==> config.mk <==
export PLATFORM = sky130hd
export DESIGN_NAME = cnnip_pool
export DESIGN_NICKNAME = d
export VERILOG_FILES = /design/src/rtl/cnnip_pool.sv
export SDC_FILE = /design/constraint.sdc
export NUM_CORES = 1
export LEC_CHECK = 0
export BUFFER_PORTS_ARGS = -buffer_cell sky130_fd_sc_hd__buf_2
export CORE_MARGIN = 10
export CORE_UTILIZATION = 45
export DETAILED_ROUTE_END_ITERATION = 12
export PLACE_DENSITY_LB_ADDON = 0.08
export SLEW_MARGIN = 15
export SYNTH_ARGS = -nofsm -noshare
export SYNTH_HDL_FRONTEND = slang
export SYNTH_SLANG_ARGS = --single-unit
==> constraint.sdc <==
create_clock -name clk_a -period 5.7 [get_ports clk_a]
set_clock_uncertainty 0.05 [all_clocks]
set_input_delay 0.855 -clock clk_a [delete_from_list [all_inputs] [get_ports clk_a]]
set_output_delay 0.855 -clock clk_a [all_outputs]
set_load 0.01 [all_outputs]
==> src/rtl/cnnip_pool.sv <==
// 2x2 stride-2 max-pooling engine: reads the feature map, writes the pooled map.
// Build option: define CNNIP_POOL_RELU_EN to clamp each pooled word at zero (fused ReLU).
module cnnip_pool #(
    parameter int unsigned FMAP_W   = 28,
    parameter int unsigned FMAP_H   = 28,
    parameter int unsigned DATA_W   = 32,
    parameter int unsigned ADDR_W   = 16,
    parameter int unsigned SRC_BASE = 32'h3000,
    parameter int unsigned DST_BASE = 32'h4000
) (
    input  logic              clk_a,
    input  logic              arstz_aq,
    input  logic              CMD_START,
    output logic              CMD_BUSY,
    output logic              CMD_DONE,
    output logic              rd_en,
    output logic [ADDR_W-1:0] rd_addr,
    input  logic [DATA_W-1:0] rd_dout,
    output logic              wr_en,
    output logic [3:0]        wr_we,
    output logic [ADDR_W-1:0] wr_addr,
    output logic [DATA_W-1:0] wr_din
);

    localparam int unsigned OUT_W = FMAP_W / 2;
    localparam int unsigned OUT_H = FMAP_H / 2;
    localparam int unsigned PC_W  = (OUT_W > 1) ? $clog2(OUT_W) + 1 : 1;
    localparam int unsigned PR_W  = (OUT_H > 1) ? $clog2(OUT_H) + 1 : 1;

`ifdef CNNIP_POOL_RELU_EN
    localparam logic signed [DATA_W-1:0] MAX_INIT = '0;
`else
    localparam logic signed [DATA_W-1:0] MAX_INIT = {1'b1, {(DATA_W-1){1'b0}}};
`endif

    typedef enum logic [2:0] {
        S_IDLE, S_RD0, S_RD1, S_RD2, S_RD3, S_WAIT, S_WR, S_DONE
    } state_t;

    state_t                    state;
    logic [PR_W-1:0]           pr;
    logic [PC_W-1:0]           pc;
    logic signed [DATA_W-1:0]  max_q;
    logic signed [DATA_W-1:0]  rd_s;
    logic signed [DATA_W-1:0]  cand;
    logic                      last_pc;
    logic                      last_pr;
    logic [PC_W-1:0]           pc_nxt;
    logic [PR_W-1:0]           pr_nxt;

    // Feature-map byte address of element (2r+dr, 2c+dc).
    function automatic logic [ADDR_W-1:0] src_addr(input logic [PR_W-1:0] r,
                                                   input logic [PC_W-1:0] c,
                                                   input logic dr, input logic dc);
        int unsigned row;
        int unsigned col;
        row = 2 * 32'(r) + 32'(dr);
        col = 2 * 32'(c) + 32'(dc);
        return ADDR_W'(SRC_BASE + 4 * (row * FMAP_W + col));
    endfunction

    function automatic logic [ADDR_W-1:0] dst_addr(input logic [PR_W-1:0] r,
                                                   input logic [PC_W-1:0] c);
        return ADDR_W'(DST_BASE + 4 * (32'(r) * OUT_W + 32'(c)));
    endfunction

    assign rd_s    = rd_dout;
    assign last_pc = (pc == PC_W'(OUT_W - 1));
    assign last_pr = (pr == PR_W'(OUT_H - 1));
    assign pc_nxt  = last_pc ? '0 : pc + PC_W'(1);
    assign pr_nxt  = last_pc ? pr + PR_W'(1) : pr;

    // Strict greater-than keeps the earlier word on ties.
    always_comb begin
        cand = max_q;
        if (rd_s > max_q) begin
            cand = rd_s;
        end
    end

    // Controller: outputs are registered for the state being entered.
    always_ff @(posedge clk_a or negedge arstz_aq) begin
        if (!arstz_aq) begin
            state    <= S_IDLE;
            pr       <= '0;
            pc       <= '0;
            max_q    <= '0;
            CMD_BUSY <= 1'b0;
            CMD_DONE <= 1'b0;
            rd_en    <= 1'b0;
            rd_addr  <= '0;
            wr_en    <= 1'b0;
            wr_we    <= '0;
            wr_addr  <= '0;
            wr_din   <= '0;
        end else begin
            CMD_DONE <= 1'b0;
            rd_en    <= 1'b0;
            rd_addr  <= '0;
            wr_en    <= 1'b0;
            wr_we    <= '0;
            wr_addr  <= '0;
            wr_din   <= '0;
            case (state)
                S_IDLE: begin
                    if (CMD_START) begin
                        state    <= S_RD0;
                        pr       <= '0;
                        pc       <= '0;
                        max_q    <= MAX_INIT;
                        CMD_BUSY <= 1'b1;
                        rd_en    <= 1'b1;
                        rd_addr  <= src_addr('0, '0, 1'b0, 1'b0);
                    end
                end
                S_RD0: begin
                    state   <= S_RD1;
                    rd_en   <= 1'b1;
                    rd_addr <= src_addr(pr, pc, 1'b0, 1'b1);
                end
                S_RD1: begin
                    state   <= S_RD2;
                    max_q   <= cand;
                    rd_en   <= 1'b1;
                    rd_addr <= src_addr(pr, pc, 1'b1, 1'b0);
                end
                S_RD2: begin
                    state   <= S_RD3;
                    max_q   <= cand;
                    rd_en   <= 1'b1;
                    rd_addr <= src_addr(pr, pc, 1'b1, 1'b1);
                end
                S_RD3: begin
                    state <= S_WAIT;
                    max_q <= cand;
                end
                S_WAIT: begin
                    state   <= S_WR;
                    max_q   <= cand;
                    wr_en   <= 1'b1;
                    wr_we   <= 4'b1111;
                    wr_addr <= dst_addr(pr, pc);
                    wr_din  <= cand;
                end
                S_WR: begin
                    pc <= pc_nxt;
                    pr <= pr_nxt;
                    if (last_pr && last_pc) begin
                        state    <= S_DONE;
                        CMD_DONE <= 1'b1;
                    end else begin
                        state   <= S_RD0;
                        max_q   <= MAX_INIT;
                        rd_en   <= 1'b1;
                        rd_addr <= src_addr(pr_nxt, pc_nxt, 1'b0, 1'b0);
                    end
                end
                S_DONE: begin
                    state    <= S_IDLE;
                    CMD_BUSY <= 1'b0;
                end
                default: begin
                    state    <= S_IDLE;
                    CMD_BUSY <= 1'b0;
                end
            endcase
        end
    end

endmodule
==> results of run 1 <==
==> routing by layer <==
layer	wire (um)	GRT usage, %	part of all wire, %	up-vias
met3	795	3.57	4.6	27
met2	8990	30.0	52	130
met5	0	0	0	-
met1	7260	20.2	42	2677
li1	-	-	-	2645
met4	351	5.43	2.0	0
==> state kept, by name, summed over array words and instances, names as in the netlist <==
| signal | count |
|---|---|
| max_q | 32 |
| CMD_DONE | 1 |
| CMD_BUSY | 1 |
| wr_din | 32 |
| pc | 5 |
| pr | 5 |
| wr_we | 1 |
| wr_addr | 10 |
| rd_en | 1 |
| rd_addr | 13 |
| state | 3 |
==> path summary, 6_finish.rpt <==
kind                                to  slack, ns
setup reg to reg           rd_addr[13]       1.10
min in group asynchronous     max_q[8]       0.48
hold reg to reg              max_q[20]       0.47
max in group asynchronous     max_q[0]       3.96
setup / recovery           rd_addr[13]       1.10
hold / removal               max_q[20]       0.47
==> final cells by class <==
class | count | area (sq um) | share of cell area, %
clock buffers | 11 | 243 | 3.19
clock inverters | 4 | 77.6 | 1.02
inverters | 69 | 259 | 3.40
multi-input cells | 503 | 3660 | 48.1
flip-flops and latches | 104 | 2600 | 34.2
well taps | 184 | 230 | 3.02
repair buffers | 104 | 538 | 7.07
==> report_power, final <==
part           total (mW)  switching (mW)  internal (mW)
logic                1.70            1.04          0.655
registers            1.11           0.177          0.936
clock network       0.669           0.272          0.397
total                3.48            1.49           1.99
==> critical path, cell delays in order (launching register included) <==
cell,delay (ns)
dfrtp_1,0.46
inv_1,0.15
ha_1,0.21
nor4b_2,0.62
nand2_1,0.15
xnor2_1,0.46
inv_1,0.10
ha_1,0.20
or2_2,0.30
ha_1,0.28
a21o_1,0.17
a21oi_1,0.21
xnor2_1,0.18
and2_1,0.19
nand3_1,0.10
xnor2_1,0.22
ha_1,0.27
o22ai_1,0.16
==> cell usage after synthesis, types with 9 or more instances <==
cell | n | area, sq um
a22o_1 | 35 | 307
nand2_1 | 43 | 161
nor3_1 | 12 | 60.1
nand4_1 | 9 | 56.3
buf_2 | 11 | 55.1
xor2_1 | 14 | 123
dfrtp_1 | 104 | 2600
nor2_1 | 21 | 78.8
ha_1 | 71 | 888
xnor2_1 | 26 | 228
nand3_1 | 46 | 230
clkbuf_1 | 14 | 52.6
buf_4 | 13 | 97.6
nor2b_1 | 13 | 81.3
a21oi_1 | 63 | 315
inv_1 | 69 | 259
o21ai_0 | 54 | 270
a21o_1 | 15 | 113
fa_1 | 11 | 220
==> metrics by stage <==
| step | cell area [sq um] | power (mW) |
|---|---|---|
| 2_1_floorplan | 6770 | 2.38 |
| 3_3_place_gp | 7290 | 2.79 |
| 3_5_place_dp | 7290 | 2.82 |
| 4_1_cts | 7610 | 3.51 |
| 5_1_grt | 7610 | 3.76 |
| 6_report | 7610 | 3.48 |
==> cells by family (layout without fill, tap and decap cells) <==
family / count (synthesis) / after routing / synth area share (%)
multiplexers: 1 / 1 / 0.148
flip-flops: 104 / 104 / 38.6
buffers and inverters: 114 / 188 / 7.68
XOR/XNOR: 40 / 40 / 5.19
AO/OA/AOI/OAI: 206 / 206 / 19.6
AND/OR/NAND/NOR: 166 / 166 / 12.3
other: 1 / 8 / 0.0556
adder cells (fa/ha/maj): 82 / 82 / 16.4
==> results.tsv, run 1 <==
stage	metric	value	unit
worst_setup_path	r2r startpoint	pc[1]	
grt	first-pass GRT wire length	28000	um
place	post-detail-place hpwl	13200	um
pwr	IR drop worst, VDD	0.224	mV
cts	post-CTS setup buffer count	0	
timing	fin crit share	80.7	%
timing	Hold Slack	0.474	ns
worst_setup_path	Setup CP Type	flip-flop to flip-flop	
place	pre-CTS setup slack	1.16	ns
detailed_routing	Total Wirelength	17400	um
hold_path	HP Class	flip-flop to flip-flop	
detailed_routing	Detailed Routing Iterations Pass 1	5	
finish	Final Non-Filler Cells	979	
detailed_routing	DRT iter0 DRCs	365	
finish	Area Growth Syn to Fin	12.9	%
yosys	number of synthesized flops with an enable pin	0	
yosys	register area share after synthesis	38.6	%
cts	CTS Hold Bufs	0	
cts	CTS tree	done	
worst_setup_path	Critical Path AT	4.80	ns
worst_setup_path	CP startpoint	pc[1]	
cts	Root Driver	clkbuf_16	
detailed_routing	ANT nets after route	0	
cts	Sinks on Clock Net	104	
timing	RSZ-0062 raised after global routing	false	
floorplanning	Die Wd	142	um
place	Placed Cells	964	
status	status	finished clean	
detailed_routing	Via density	5.60	
worst_setup_path	Worst Path Max Fanout	8	
finish	most frequent cells in the layout	dfrtp_1, buf_2, ha_1	
finish	final net count	908	
yosys	Warnings, synthesis	0	
worst_setup_path	worst reg-to-reg path cell count	17	
timing	setup TNS	0	ns
hold_path	hold depth	1	
run	Max-cap violations	0	
grt	GRT Total Usage	17.0	%
worst_setup_path	required time of the critical path	5.91	ns
hold_path	Worst Hold Launch	max_q[20]	
worst_setup_path	CP Capture Type	flip-flop	
pwr	Leak Pwr	3.89	nW
floorplanning	I/O Pins	107	
floorplanning	Initial Util	46.2	%
grt	initial antenna violation count	0	
yosys	Gate Count Post-Synth	714	
finish	Fill cells	1350	
detailed_routing	vias	5479	
cts	clock-pin slew on the worst setup and hold paths	0.07	ns
floorplanning	die area	20300	sq um
detailed_routing	per-cell routed wire length	17.8	um
floorplanning	row count	44	
cts	CTS Buf Count	9	
timing	Slew Limit Fails	0	
timing	Setup WS post-layout	1.10	ns
yosys	Yosys reg bits	104	
timing	Fmax	217	MHz
timing	Final Critical Period	4.60	ns
cts	worst skew pair latency	0.35	ns
yosys	Synth cell types	54	
grt	largest net degree at the start of global routing	54	
finish	most common cell after layout, fill and taps aside	dfrtp_1	
cts	H-tree levels	3	
timing	final hold vios	0	
grt	number of global-route vias before repair	5422	
yosys	Synth async-reset ratio	100	%
timing	Setup-failing EPs final	0	
place	routability cong.	0.944	
finish	n_diodes	0	
timing	Slew HR	35.7	%
yosys	mapped cell area	6740	sq um
pwr	P per Cell Area	457	nW/um^2
worst_setup_path	Startpoint Class	flip-flop	
grt	Overflow after GRT	0	
finish	layout cells sized above 1	15.6	%
cts	Max clock buf depth	2	
floorplanning	area of the core	14600	sq um
yosys	Syn Area/Cell	9.45	sq um
place	Port Buffers	98	
yosys	Most used DFF post-synth	dfrtp_1	
timing	Slew @ Worst Pin	0.965	ns
cts	CTS resizes	0	
finish	Final Util	52.2	%
floorplanning	die height	142	um
detailed_routing	DR DRC count	0	
Note: power is estimated with default switching activity, not from simulation.
==> run 2, diff against run 1 <==
- ABC_AREA: not set -> 1
- clock period: 5.7 -> 4.5 ns (I/O delays scaled with it)
==> run 2 against run 1 <==
Against the previous run: critical path depth up 3; final area up 2.8%; utilization down 0.31 points; maximum frequency up 14%; combinational power up 27%; count of clock-buffer cells in the layout unchanged; critical endpoint unchanged.
==> results.tsv, run 2 <==
stage	metric	value	unit
timing	Final Critical Period	4.04	ns
timing	RSZ-0062 raised after global routing	false	
run	Max-cap violations	0	
yosys	Syn Area/Cell	7.98	sq um
worst_setup_path	CP Capture Type	flip-flop	
finish	Area Growth Syn to Fin	13.5	%
pwr	Leak Pwr	4.42	nW
detailed_routing	Via density	5.05	
status	status	finished clean	
yosys	Synth async-reset ratio	100	%
timing	Slew @ Worst Pin	1.01	ns
yosys	synth cell count leaders	nand2_1, inv_1, dfrtp_1, nor2_1, ha_1	
detailed_routing	DR DRC count	0	
grt	initial antenna violation count	0	
floorplanning	area of the core	15100	sq um
timing	Fmax	248	MHz
detailed_routing	per-cell routed wire length	15.4	um
timing	Slew Limit Fails	0	
yosys	count leader, synth	nand2_1	
detailed_routing	ANT nets after route	0	
worst_setup_path	worst reg-to-reg path cell count	20	
yosys	number of synthesized flops with an enable pin	0	
yosys	Gate Count Post-Synth	864	
floorplanning	Die Wd	144	um
yosys	Most used DFF post-synth	dfrtp_1	
worst_setup_path	flop-to-flop setup slack	0.46	ns
worst_setup_path	Setup CP Type	flip-flop to flip-flop	
floorplanning	row count	45	
detailed_routing	uppermost layer routed	met4	
finish	n_diodes	0	
detailed_routing	Detailed Routing Iterations Pass 1	5	
yosys	post-synth top area share	37.7	%
finish	final net count	1070	
place	Placed Cells	1130	
floorplanning	I/O Pins	107	
finish	most frequent cells in the layout	nand2_1, inv_1, dfrtp_1	
floorplanning	Initial Util	45.7	%
detailed_routing	metal2 WL	7960	um
yosys	Warnings, synthesis	0	
place	Port Buffers	98	
yosys	Yosys reg bits	104	
yosys	Yosys top cell by area	dfrtp_1	
worst_setup_path	required time of the critical path	4.72	ns
grt	Overflow after GRT	0	
worst_setup_path	Setup crit end	rd_addr[13]	
yosys	register area share after synthesis	37.7	%
finish	most common cell after layout, fill and taps aside	nand2_1	
cts	CTS Buf Count	9	
pwr	P per Cell Area	549	nW/um^2
grt	GRT Total Usage	17.4	%
timing	final hold vios	0	
worst_setup_path	reg2reg end	rd_addr[13]	
cts	worst skew pair latency	0.36	ns
yosys	synth top area cells	dfrtp_1, ha_1, nand2_1, inv_1, nor2_1	
timing	Hold Slack	0.234	ns
cts	Root Driver	clkbuf_16	
finish	Final Non-Filler Cells	1146	
worst_setup_path	Critical Path AT	4.26	ns
timing	fin crit share	89.8	%
hold_path	HP Class	input port to asynchronous set/reset pin	
finish	layout cells sized above 1	14.3	%
detailed_routing	Met3 Wirelength	957	um
timing	Setup-failing EPs final	0	
place	post-detail-place hpwl	13200	um
cts	clock-pin slew on the worst setup and hold paths	0.07	ns
floorplanning	die height	144	um
pwr	IR drop worst, VDD	0.275	mV
cts	H-tree levels	3	
cts	Max clock buf depth	2	
grt	first-pass GRT wire length	28400	um
grt	number of global-route vias before repair	5579	
place	routability cong.	0.900	
cts	Sinks on Clock Net	104	
cts	CTS tree	done	
cts	CTS Hold Bufs	0	
worst_setup_path	CP startpoint	pr[0]	
grt	largest net degree at the start of global routing	39	
worst_setup_path	Startpoint Class	flip-flop	
timing	Slew HR	32.3	%
worst_setup_path	Worst Path Max Fanout	5	
pwr	Total Power	4.30	mW
finish	Final Util	51.9	%
finish	top flop regs	max_q x32, wr_din x32, rd_addr x13	
detailed_routing	DRT iter0 DRCs	315	
floorplanning	die area	20700	sq um
timing	setup TNS	0	ns
detailed_routing	WL met1	8370	um
yosys	Synth cell types	44	
detailed_routing	Total Wirelength	17700	um
worst_setup_path	r2r startpoint	pr[0]	
detailed_routing	vias	5793	
yosys	mapped cell area	6900	sq um
## run 2: cell types whose count changed after synthesis, moves of 11 or more
cell	change
nand2_1	+122
inv_1	+74
nor2_1	+61
a22o_1	-35
nand4_1	+28
a21oi_1	-20
xnor2_1	-16
a21o_1	-13
nor2b_1	-13
nor3_1	-11
## run 2: through the flow
| stage | setup WS (ns) | cell area [sq um] |
|---|---|---|
| final | 0.461 | 7830 |
| after global routing | 0.0476 | 7830 |
| after CTS | 0.365 | 7820 |
| after detailed placement | 0.432 | 7500 |
| after global placement | 0.499 | 7500 |
| after floorplan | 0.432 | 6920 |
## run 2: cell families (layout without fill, tap and decap cells)
kind of cell,Yosys count,count (layout),synth area share (%)
XOR/XNOR,21,21,2.78
buffers and inverters,181,268,11.0
AO/OA/AOI/OAI,128,128,10.4
other,1,8,0.0544
AND/OR/NAND/NOR,347,347,22.0
flip-flops,104,104,37.7
adder cells (fa/ha/maj),82,82,16.1
## run 2: worst min-delay path by stage
stage | depth (start not counted) | startpoint | to
5_1_grt | 1 | arstz_aq | max_q[5]
4_1_cts | 1 | arstz_aq | max_q[5]
2_1_floorplan | 0 | arstz_aq | CMD_BUSY
6_report | 1 | arstz_aq | max_q[5]
3_5_place_dp | 2 | CMD_BUSY | CMD_BUSY
3_3_place_gp | 2 | CMD_BUSY | CMD_BUSY
## run 2: report_power, final
| part | switching, mW | leakage [nW] | total [mW] | internal (mW) |
|---|---|---|---|---|
| Sequential | 0.0895 | 1.37 | 1.30 | 1.21 |
| Clock | 0.372 | 0.153 | 0.837 | 0.465 |
| Combinational | 1.47 | 2.89 | 2.16 | 0.697 |
## run 2: layer usage
layer,vias up,global-route usage [%]
met5,-,0
met4,0,7.47
met3,26,3.00
met2,147,27.4
met1,2666,23.1
li1,2954,-
## run 2: final cells by class
type | instances | area [sq um]
clock buffer | 11 | 253
clock inverter | 5 | 60.1
fill | 1512 | 7260
inverter | 144 | 541
multi-input combinational | 586 | 3570
sequential | 104 | 2600
tap | 188 | 235
timing repair buffer | 108 | 568
## run 2: repair_timing
item	CTS	global route
gates resized for setup	0	2
setup endpoints to repair	0	2
setup buffers	0	0
endpoints found under the hold margin	0	0
## run 2: critical path, stage by stage, from the launching register on
cell      delay (ns)
dfrtp_1         0.46
inv_1           0.13
ha_1            0.40
o21ai_0         0.29
buf_4           0.19
nand2_1         0.06
inv_1           0.06
nor2_1          0.06
ha_1            0.28
ha_1            0.20
inv_1           0.07
fa_1            0.46
nor2_1          0.13
inv_1           0.06
nor2_1          0.08
inv_1           0.05
or2_2           0.28
nor2_1          0.14
nand2_1         0.07
ha_1            0.29
o211ai_1        0.17
==> run 3, diff against run 2 <==
- RECOVER_POWER: not set -> 25
==> run 3 against run 2 <==
Against the previous run: the run now ends with max-capacitance violations, max-slew violations left; sequential cell count did not move; cell count did not move; sequential share of layout area barely moved; highest routed layer unchanged; critical path depth did not move; largest cell class unchanged; final area barely moved; power barely moved; clock power barely moved; wire length barely moved.
==> results.tsv, run 3 (synthesis gave the netlist of run 2 again) <==
stage	metric	value	unit
place	post-detail-place hpwl	13200	um
floorplanning	Die Wd	144	um
finish	n_diodes	0	
detailed_routing	Total Wirelength	17700	um
timing	Final Critical Period	4.04	ns
timing	RSZ-0062 raised after global routing	false	
pwr	Logic pwr share	50.4	%
finish	layout cells sized above 1	14.1	%
detailed_routing	per-cell routed wire length	15.4	um
grt	first-pass GRT wire length	28400	um
cts	CTS tree	done	
hold_path	HP Class	flip-flop to flip-flop	
floorplanning	die area	20700	sq um
grt	Overflow after GRT	0	
timing	fin crit share	89.8	%
pwr	Total Power	4.30	mW
place	Port Buffers	98	
pwr	IR drop worst, VDD	0.274	mV
timing	Setup-failing EPs final	0	
run	Max-cap violations	2	
detailed_routing	vias	5787	
detailed_routing	DRT iter0 DRCs	311	
cts	CTS Hold Bufs	0	
finish	Area Growth Syn to Fin	13.4	%
grt	GRT Total Usage	17.4	%
worst_setup_path	Critical Path AT	4.26	ns
pwr	Leak Pwr	4.41	nW
timing	Slew HR	-43.9	%
timing	Slew @ Worst Pin	2.16	ns
pwr	Flop pwr share	30.2	%
finish	Final Non-Filler Cells	1146	
place	Placed Cells	1130	
pwr	clock network fraction of design power	19.5	%
finish	most common cell after layout, fill and taps aside	nand2_1	
detailed_routing	Detailed Routing Iterations Pass 1	5	
finish	final instance area	7820	sq um
status	failing checks	max-capacitance violations, max-slew violations	
timing	Slew Limit Fails	71	
cts	clock-pin slew on the worst setup and hold paths	0.07	ns
cts	post-CTS setup buffer count	0	
timing	Fmax	248	MHz
floorplanning	I/O Pins	107	
worst_setup_path	Setup CP Type	flip-flop to flip-flop	
pwr	sw frac	44.9	%
grt	number of global-route vias before repair	5579	
detailed_routing	ANT nets after route	0	
worst_setup_path	required time of the critical path	4.72	ns
pwr	P per Cell Area	549	nW/um^2
timing	setup TNS	0	ns
cts	CTS Buf Count	9	
timing	final hold vios	0	
floorplanning	row count	45	
grt	initial antenna violation count	0	
pwr	Net Sw Power	1.93	mW
finish	most frequent cells in the layout	nand2_1, inv_1, dfrtp_1	
worst_setup_path	CP Capture Type	flip-flop	
floorplanning	Initial Util	45.7	%
cts	worst skew pair latency	0.36	ns
place	routability cong.	0.900	
finish	final net count	1070	
cts	CTS resizes	0	
finish	top flop regs	max_q x32, wr_din x32, rd_addr x13	
detailed_routing	Via density	5.05	
floorplanning	area of the core	15100	sq um
cts	H-tree levels	3	
grt	largest net degree at the start of global routing	39	
worst_setup_path	Startpoint Class	flip-flop	
floorplanning	die height	144	um
detailed_routing	DR DRC count	0	
place	placed inst area	7500	sq um
cts	Max clock buf depth	2	
cts	Sinks on Clock Net	104	
pwr	Internal	2.37	mW
finish	Fill cells	1513	
cts	Root Driver	clkbuf_16	
status	status	finished with violations	
worst_setup_path	Worst Path Max Fanout	5	
finish	Final Util	51.8	%
[run 3: layer usage]
| layer | routed length (um) | global-route usage [%] |
|---|---|---|
| met1 | 8400 | 23.1 |
| met2 | 7990 | 27.4 |
| met3 | 876 | 3.00 |
| met4 | 419 | 7.47 |
| met5 | 0 | 0 |
[run 3: final cells by class]
class                      instances  area, sq um  share of cell area [%]
timing repair buffer             108          561                    7.17
inverter                         144          541                    6.91
multi-input combinational        586         3570                    45.6
sequential                       104         2600                    33.3
clock buffer                      11          253                    3.23
clock inverter                     5         60.1                   0.768
tap                              188          235                    3.01
[run 3: critical path: stages (launching register included)]
cell and delay (ns):
dfrtp_1 0.46, inv_1 0.13, ha_1 0.40, o21ai_0 0.29, buf_4 0.19, nand2_1 0.06
inv_1 0.06, nor2_1 0.06, ha_1 0.28, ha_1 0.20, inv_1 0.07, fa_1 0.46
nor2_1 0.13, inv_1 0.06, nor2_1 0.08, inv_1 0.05, or2_2 0.28, nor2_1 0.14
nand2_1 0.07, ha_1 0.29, o211ai_1 0.17
[run 3: power groups by stage]
stage          logic, mW  registers (mW)  clock network, mW
6_report            2.16            1.30              0.836
4_1_cts             2.19            1.30              0.859
3_5_place_dp        2.18            1.31                  0
3_3_place_gp        2.18            1.31                  0
2_1_floorplan       1.57            1.35                  0
5_1_grt             2.49            1.33              0.893
[run 3: final timing paths]
path,startpoint,to,slack [ns],cells past startpoint
setup / recovery,pr[0],rd_addr[13],0.46,20
max in group asynchronous,arstz_aq,wr_din[25],1.11,2
min in group asynchronous,arstz_aq,max_q[5],0.89,1
hold reg to reg,CMD_BUSY,CMD_BUSY,0.47,2
setup reg to reg,pr[0],rd_addr[13],0.46,20
hold / removal,CMD_BUSY,CMD_BUSY,0.47,2
[run 3: through the flow]
stage	setup WS, ns	hold WS [ns]
floorplan	0.432	0.329
finish	0.461	0.467
global placement	0.499	0.445
global route	0.0476	0.500
CTS	0.365	0.244
detailed placement	0.432	0.451
